--- src/rtl/picomips_io_pkg.sv ---
// Shared types and defaults for the picoMIPS switch front end.
// The debounce FSM state encoding lives here so checkers and the RTL agree on it.
package picomips_io_pkg;

  typedef enum logic [1:0] {
    IDLE     = 2'd0,
    DB_PRESS = 2'd1,
    PRESSED  = 2'd2,
    DB_REL   = 2'd3
  } sw_state_t;

  localparam int DEFAULT_DB_CYCLES = 4;

endpackage

--- src/rtl/sync_2ff.sv ---
// Two-flop synchroniser for signals arriving asynchronously to clk.
// Reset clears both stages so a held input reappears only after the full 2-cycle latency.
module sync_2ff #(
  parameter int W = 1
) (
  input  logic         clk,
  input  logic         reset,
  input  logic [W-1:0] d,
  output logic [W-1:0] q
);

  logic [W-1:0] meta;

  always_ff @(posedge clk) begin
    if (!reset) begin
      meta <= '0;
      q    <= '0;
    end else begin
      meta <= d;
      q    <= meta;
    end
  end

endmodule

--- src/rtl/sw_input_conditioner.sv ---
// Switch/SW8 conditioner in front of picoMIPS: synchronises inputs, debounces SW8, latches data on press.
// Define SW_DEBOUNCE_EN for the full debounce FSM; leave it undefined for the fast 2-cycle simulation path.
module sw_input_conditioner
  import picomips_io_pkg::*;
#(
  parameter int n         = 8,
  parameter int DB_CYCLES = DEFAULT_DB_CYCLES
) (
  input  logic         clk,
  input  logic         reset,
  input  logic [n-1:0] sw_raw,
  input  logic         sw8_raw,
  output logic         sw8,
  output logic         sw8_rise,
  output logic [n-1:0] sw_data
);

  logic         s8;
  logic [n-1:0] sd;

  sync_2ff #(.W(n)) u_sync_data (
    .clk   (clk),
    .reset (reset),
    .d     (sw_raw),
    .q     (sd)
  );

  sync_2ff #(.W(1)) u_sync_sw8 (
    .clk   (clk),
    .reset (reset),
    .d     (sw8_raw),
    .q     (s8)
  );

`ifdef SW_DEBOUNCE_EN

  localparam int            CW   = $clog2(DB_CYCLES + 1);
  localparam logic [CW-1:0] LAST = CW'(DB_CYCLES - 1);

  sw_state_t     state, state_next;
  logic [CW-1:0] cnt, cnt_next, cnt_inc;
  logic          accept;

  assign cnt_inc = cnt + CW'(1);

  // The IDLE/PRESSED sample that spots the new level counts as the first stable
  // cycle, so a DB_* state accepts when the incremented count hits DB_CYCLES-1.
  always_comb begin
    state_next = state;
    cnt_next   = cnt;
    accept     = 1'b0;
    case (state)
      IDLE: begin
        if (s8) begin
          if (DB_CYCLES == 1) begin
            state_next = PRESSED;
            accept     = 1'b1;
          end else begin
            state_next = DB_PRESS;
          end
        end
      end
      DB_PRESS: begin
        if (!s8) begin
          state_next = IDLE;
        end else if (cnt_inc == LAST) begin
          state_next = PRESSED;
          accept     = 1'b1;
        end else begin
          cnt_next = cnt_inc;
        end
      end
      PRESSED: begin
        if (!s8) begin
          state_next = (DB_CYCLES == 1) ? IDLE : DB_REL;
        end
      end
      DB_REL: begin
        if (s8) begin
          state_next = PRESSED;
        end else if (cnt_inc == LAST) begin
          state_next = IDLE;
        end else begin
          cnt_next = cnt_inc;
        end
      end
      default: state_next = IDLE;
    endcase
    if (state_next != state) cnt_next = '0;
  end

  always_ff @(posedge clk) begin
    if (!reset) begin
      state    <= IDLE;
      cnt      <= '0;
      sw8_rise <= 1'b0;
      sw_data  <= '0;
    end else begin
      state    <= state_next;
      cnt      <= cnt_next;
      sw8_rise <= accept;
      if (accept) sw_data <= sd;
    end
  end

  // DB_REL keeps sw8 high so a release bounce never reaches the core.
  assign sw8 = (state == PRESSED) || (state == DB_REL);

`else

  // Debounce length has no effect here; it only qualifies the build as sane.
  localparam bit DB_OK = (DB_CYCLES >= 1);

  logic sw8_prev;

  always_ff @(posedge clk) begin
    if (!reset) begin
      sw8_prev <= 1'b0;
      sw_data  <= '0;
    end else begin
      sw8_prev <= s8;
      if (sw8_rise) sw_data <= sd;
    end
  end

  assign sw8      = s8;
  assign sw8_rise = DB_OK & s8 & ~sw8_prev;

`endif

endmodule
--- config.mk ---
export PLATFORM = sky130hd
export DESIGN_NAME = sw_input_conditioner
export DESIGN_NICKNAME = d
export VERILOG_FILES = /design/src/rtl/picomips_io_pkg.sv /design/src/rtl/sync_2ff.sv /design/src/rtl/sw_input_conditioner.sv
export SDC_FILE = /design/constraint.sdc
export NUM_CORES = 1
export LEC_CHECK = 0
export ABC_CLOCK_PERIOD_IN_PS = 1100
export CORE_AREA = 2 2 47 49
export DETAILED_ROUTE_END_ITERATION = 12
export DIE_AREA = 0 0 49 51
export PLACE_DENSITY = 0.83
export SLEW_MARGIN = 20
export SYNTH_ARGS = -nofsm -noshare
export SYNTH_HDL_FRONTEND = slang
export SYNTH_SLANG_ARGS = --single-unit
--- constraint.sdc ---
create_clock -name clk -period 1.1 [get_ports clk]
set_input_delay 0.11 -clock clk [delete_from_list [all_inputs] [get_ports clk]]
set_output_delay 0.11 -clock clk [all_outputs]
set_load 0.05 [all_outputs]
==> flow_summary.yaml, run 1 <==
global_routing:
  grt_pass1_wl_mm: 2.076
  overflow: 0
  grt_usage_pct: 11.03
  antenna_found_initial: 0
  grt_start_max_net_pins: 36
  grt_pass1_vias: 498
hold_path:
  hp-start: "sw_raw[0]"
  worstHoldPathType: "in -> reg"
  holdPathStages: 2
  min_to: "u_sync_data.meta[0]$_SDFF_PN0_"
finish:
  n_antenna_cell: 0
  regArea_um2: 544.3
  fin_area_mm2: 0.001235
  fillers: 169
  drive_above_1_share_pct: 20.20
  nets: 111
  postLayoutCoreUtil_pct: 59.85
  syn2layout_area_growth_pct: 43.67
  multi_input_area_um2: 272.8
sta:
  hold_viol_final: 0
  holdWs_ns: 0.3483
  max_freq_ghz: 0.9022
  maxSlewViolCount: 0
  layout_min_cycle_time_ns: 1.108
  skew_ns: 0.001922
  max_slew_margin_pct: 91.66
  setup_violations: 1
  postLayoutSetupSlackWorst_ns: -0.008463
  tightest_slew_ns: 0.1216
  rsz0062_at_grt: "yes"
  period_share_pct: 100.8
clocking:
  htree_levels: 1
  hold_buffers: 0
  clkTransAtPathRegs_ns: 0.13
  cts_buffer_depth: 2
  clk_latency_ns: 0.32
  clock_sinks: 27
  cts_resized: 0
  cts_root_buf: "clkbuf_4"
  cts_made_buffers: 3
  tritoncts: "done"
  cts_setup_buffers: 2
placement:
  placed_area_mm2: 0.001192
  gp_congestion: 0.6041
  port_buffers: 20
setup_path:
  crit_type: "reg -> out"
  r2r_start: "u_sync_sw8.q$_SDFF_PN0_"
  cp_cell_sequence: "nor2b_4 -> buf_12"
  crit_path_end_kind: "output pin"
  crit_buf_inv: 1
  critPathLaunchType: "register"
  cp_slowest_cell: "dfxtp_4"
  r2r_slack_ns: 0.07
  r2r_end: "sw_data[2]$_SDFFE_PN0P_"
  arrival_ns: 1.00
  worstPathRequired_ns: 0.99
  reg2reg_depth: 4
  crit_fanout: 2
  critPathTopFamily: "flip-flops"
  worst_path_largest_cell_delay_ns: 0.37
yosys:
  synth.most_common_cell: "dfxtp_1"
  syn-num-nets: 87
  synth_seq_cells: 27
  ys_async_sr_fraction_pct: 0
  synth_cell_types: 8
  synth_largest_area_cell: "dfxtp_1"
  synth_area_leaders: "dfxtp_1 63%, and2_1 14%, mux2i_1 9.3%, nand2_1 7.0%, buf_6 3.9%"
  synth_top_area_share_pct: 62.88
  synthFlopType: "dfxtp_1"
  yosys_warnings: 0
  syn_inst: 76
  synth_edf_count: 0
  syn_area_um2: 859.6
  avgSynthCellArea_um2: 11.31
  synth.yosys.seq_area_share_pct: 62.88
  synth_common_cells: "27 x dfxtp_1, 19 x and2_1, 16 x nand2_1"
outcome:
  status: "finished, violations left"
  violations: "negative setup slack"
detailed_routing:
  avgRoutedWirePerCell_um: 9.559
  drtPass1Iterations: 2
  viasPerCell: 4.126
  drc: 0
  vias: 524
  routed_wl_mm: 1.214
  drt_iter0_drc: 1
  antenna_left: 0
floorplan:
  die_x_um: 49
  core_area_mm2: 0.002063
  die_h_um: 51
  ios: 21
  rows: 17
  initial_core_util_pct: 41.66
  dieArea_mm2: 0.002499
power:
  ir_worst_vdd_v: 0.0009924
  power.density_mw_per_mm2: 1287
  finalPower_uw: 1589
  p_leak_uw: 0.0004806
job:
  max-cap-violations: 0
routing by layer:
layer  GRT usage [%]  wire length (µm)  part of all wire, %
met1           11.74               534                   44
met2           19.41               607                   50
met3           2.047                56                  4.6
met4           8.571                16                  1.3
met5               0                 0                    0
final cells by class:
| type | instances | area share, % |
|---|---|---|
| Timing Repair Buffer | 24 | 28.77 |
| Multi-Input combinational cell | 44 | 22.09 |
| Sequential cell | 27 | 44.07 |
| Tap cell | 28 | 2.837 |
| Clock inverter | 1 | 0.4053 |
| Clock buffer | 3 | 1.824 |
flip-flops by register name, summed over array words and instances (netlist names):
| name | count |
|---|---|
| u_sync_sw8.q | 1 |
| sw8_prev | 1 |
| sw_data | 8 |
| u_sync_data.q | 8 |
| u_sync_sw8.meta | 1 |
| u_sync_data.meta | 8 |
worst register-to-register path, stage by stage, from the launching register on:
cell	delay, ns
dfxtp_4	0.37
nor2b_4	0.17
buf_4	0.14
buf_12	0.12
mux2i_1	0.18
worst max path at each step:
stage | to | from | depth (start not counted) | slack (ns)
CTS | sw8_rise | u_sync_sw8.q$_SDFF_PN0_ | 2 | -0.01
floorplan | sw_data[0]$_SDFFE_PN0P_ | u_sync_sw8.q$_SDFF_PN0_ | 3 | 0.06
global route | sw8_rise | u_sync_sw8.q$_SDFF_PN0_ | 2 | -0.07
detailed placement | sw_data[2]$_SDFFE_PN0P_ | reset | 4 | 0.0006
global placement | sw_data[5]$_SDFFE_PN0P_ | reset | 4 | 0.07
finish | sw8_rise | u_sync_sw8.q$_SDFF_PN0_ | 2 | -0.008
through the flow:
step / TNS (ns) / std cells / setup slack, ns
floorplan: 0 / 76 / 0.05754
global placement: 0 / 121 / 0.06884
detailed placement: 0 / 121 / 0.0005822
CTS: -0.01035 / 127 / -0.01035
global route: -0.09415 / 127 / -0.06915
finish: -0.008463 / 127 / -0.008463
layout by cell type, fill, tap and decap left out:
cell type / instances
dfxtp_4: 1
buf_4: 2
and2_1: 19
mux2i_1: 8
dfxtp_1: 26
buf_12: 12
clkbuf_4: 3
nor2b_4: 1
clkdlybuf4s50_1: 10
clkinv_2: 1
nand2_1: 16
power breakdown:
group          total (µW)  internal, µW  switching (µW)  leakage [µW]
Combinational         155          93.6            61.9      0.000241
Clock                 411           136             275     0.0000177
Sequential           1020          1010            11.3      0.000222
cell families (layout without fill, tap and decap cells):
group                  after synthesis  in the layout  synth area share, %
AND/OR/NAND/NOR                     36             36                22.42
flip-flops                          27             27                62.88
multiplexers                         8              8                9.316
buffers and inverters                5             28                5.385
Note: power is estimated with default switching activity, not from simulation.
==> run 2, diff against run 1 <==
--- a/config.mk
+++ b/config.mk
@@ -10,6 +10,7 @@
 export DETAILED_ROUTE_END_ITERATION = 12
 export DIE_AREA = 0 0 49 51
 export PLACE_DENSITY = 0.83
+export SKIP_LAST_GASP = 1
 export SLEW_MARGIN = 20
 export SYNTH_ARGS = -nofsm -noshare
 export SYNTH_HDL_FRONTEND = slang
==> results of run 2 <==
Same layout as run 1: the final DEF is identical, and so are final timing and power.
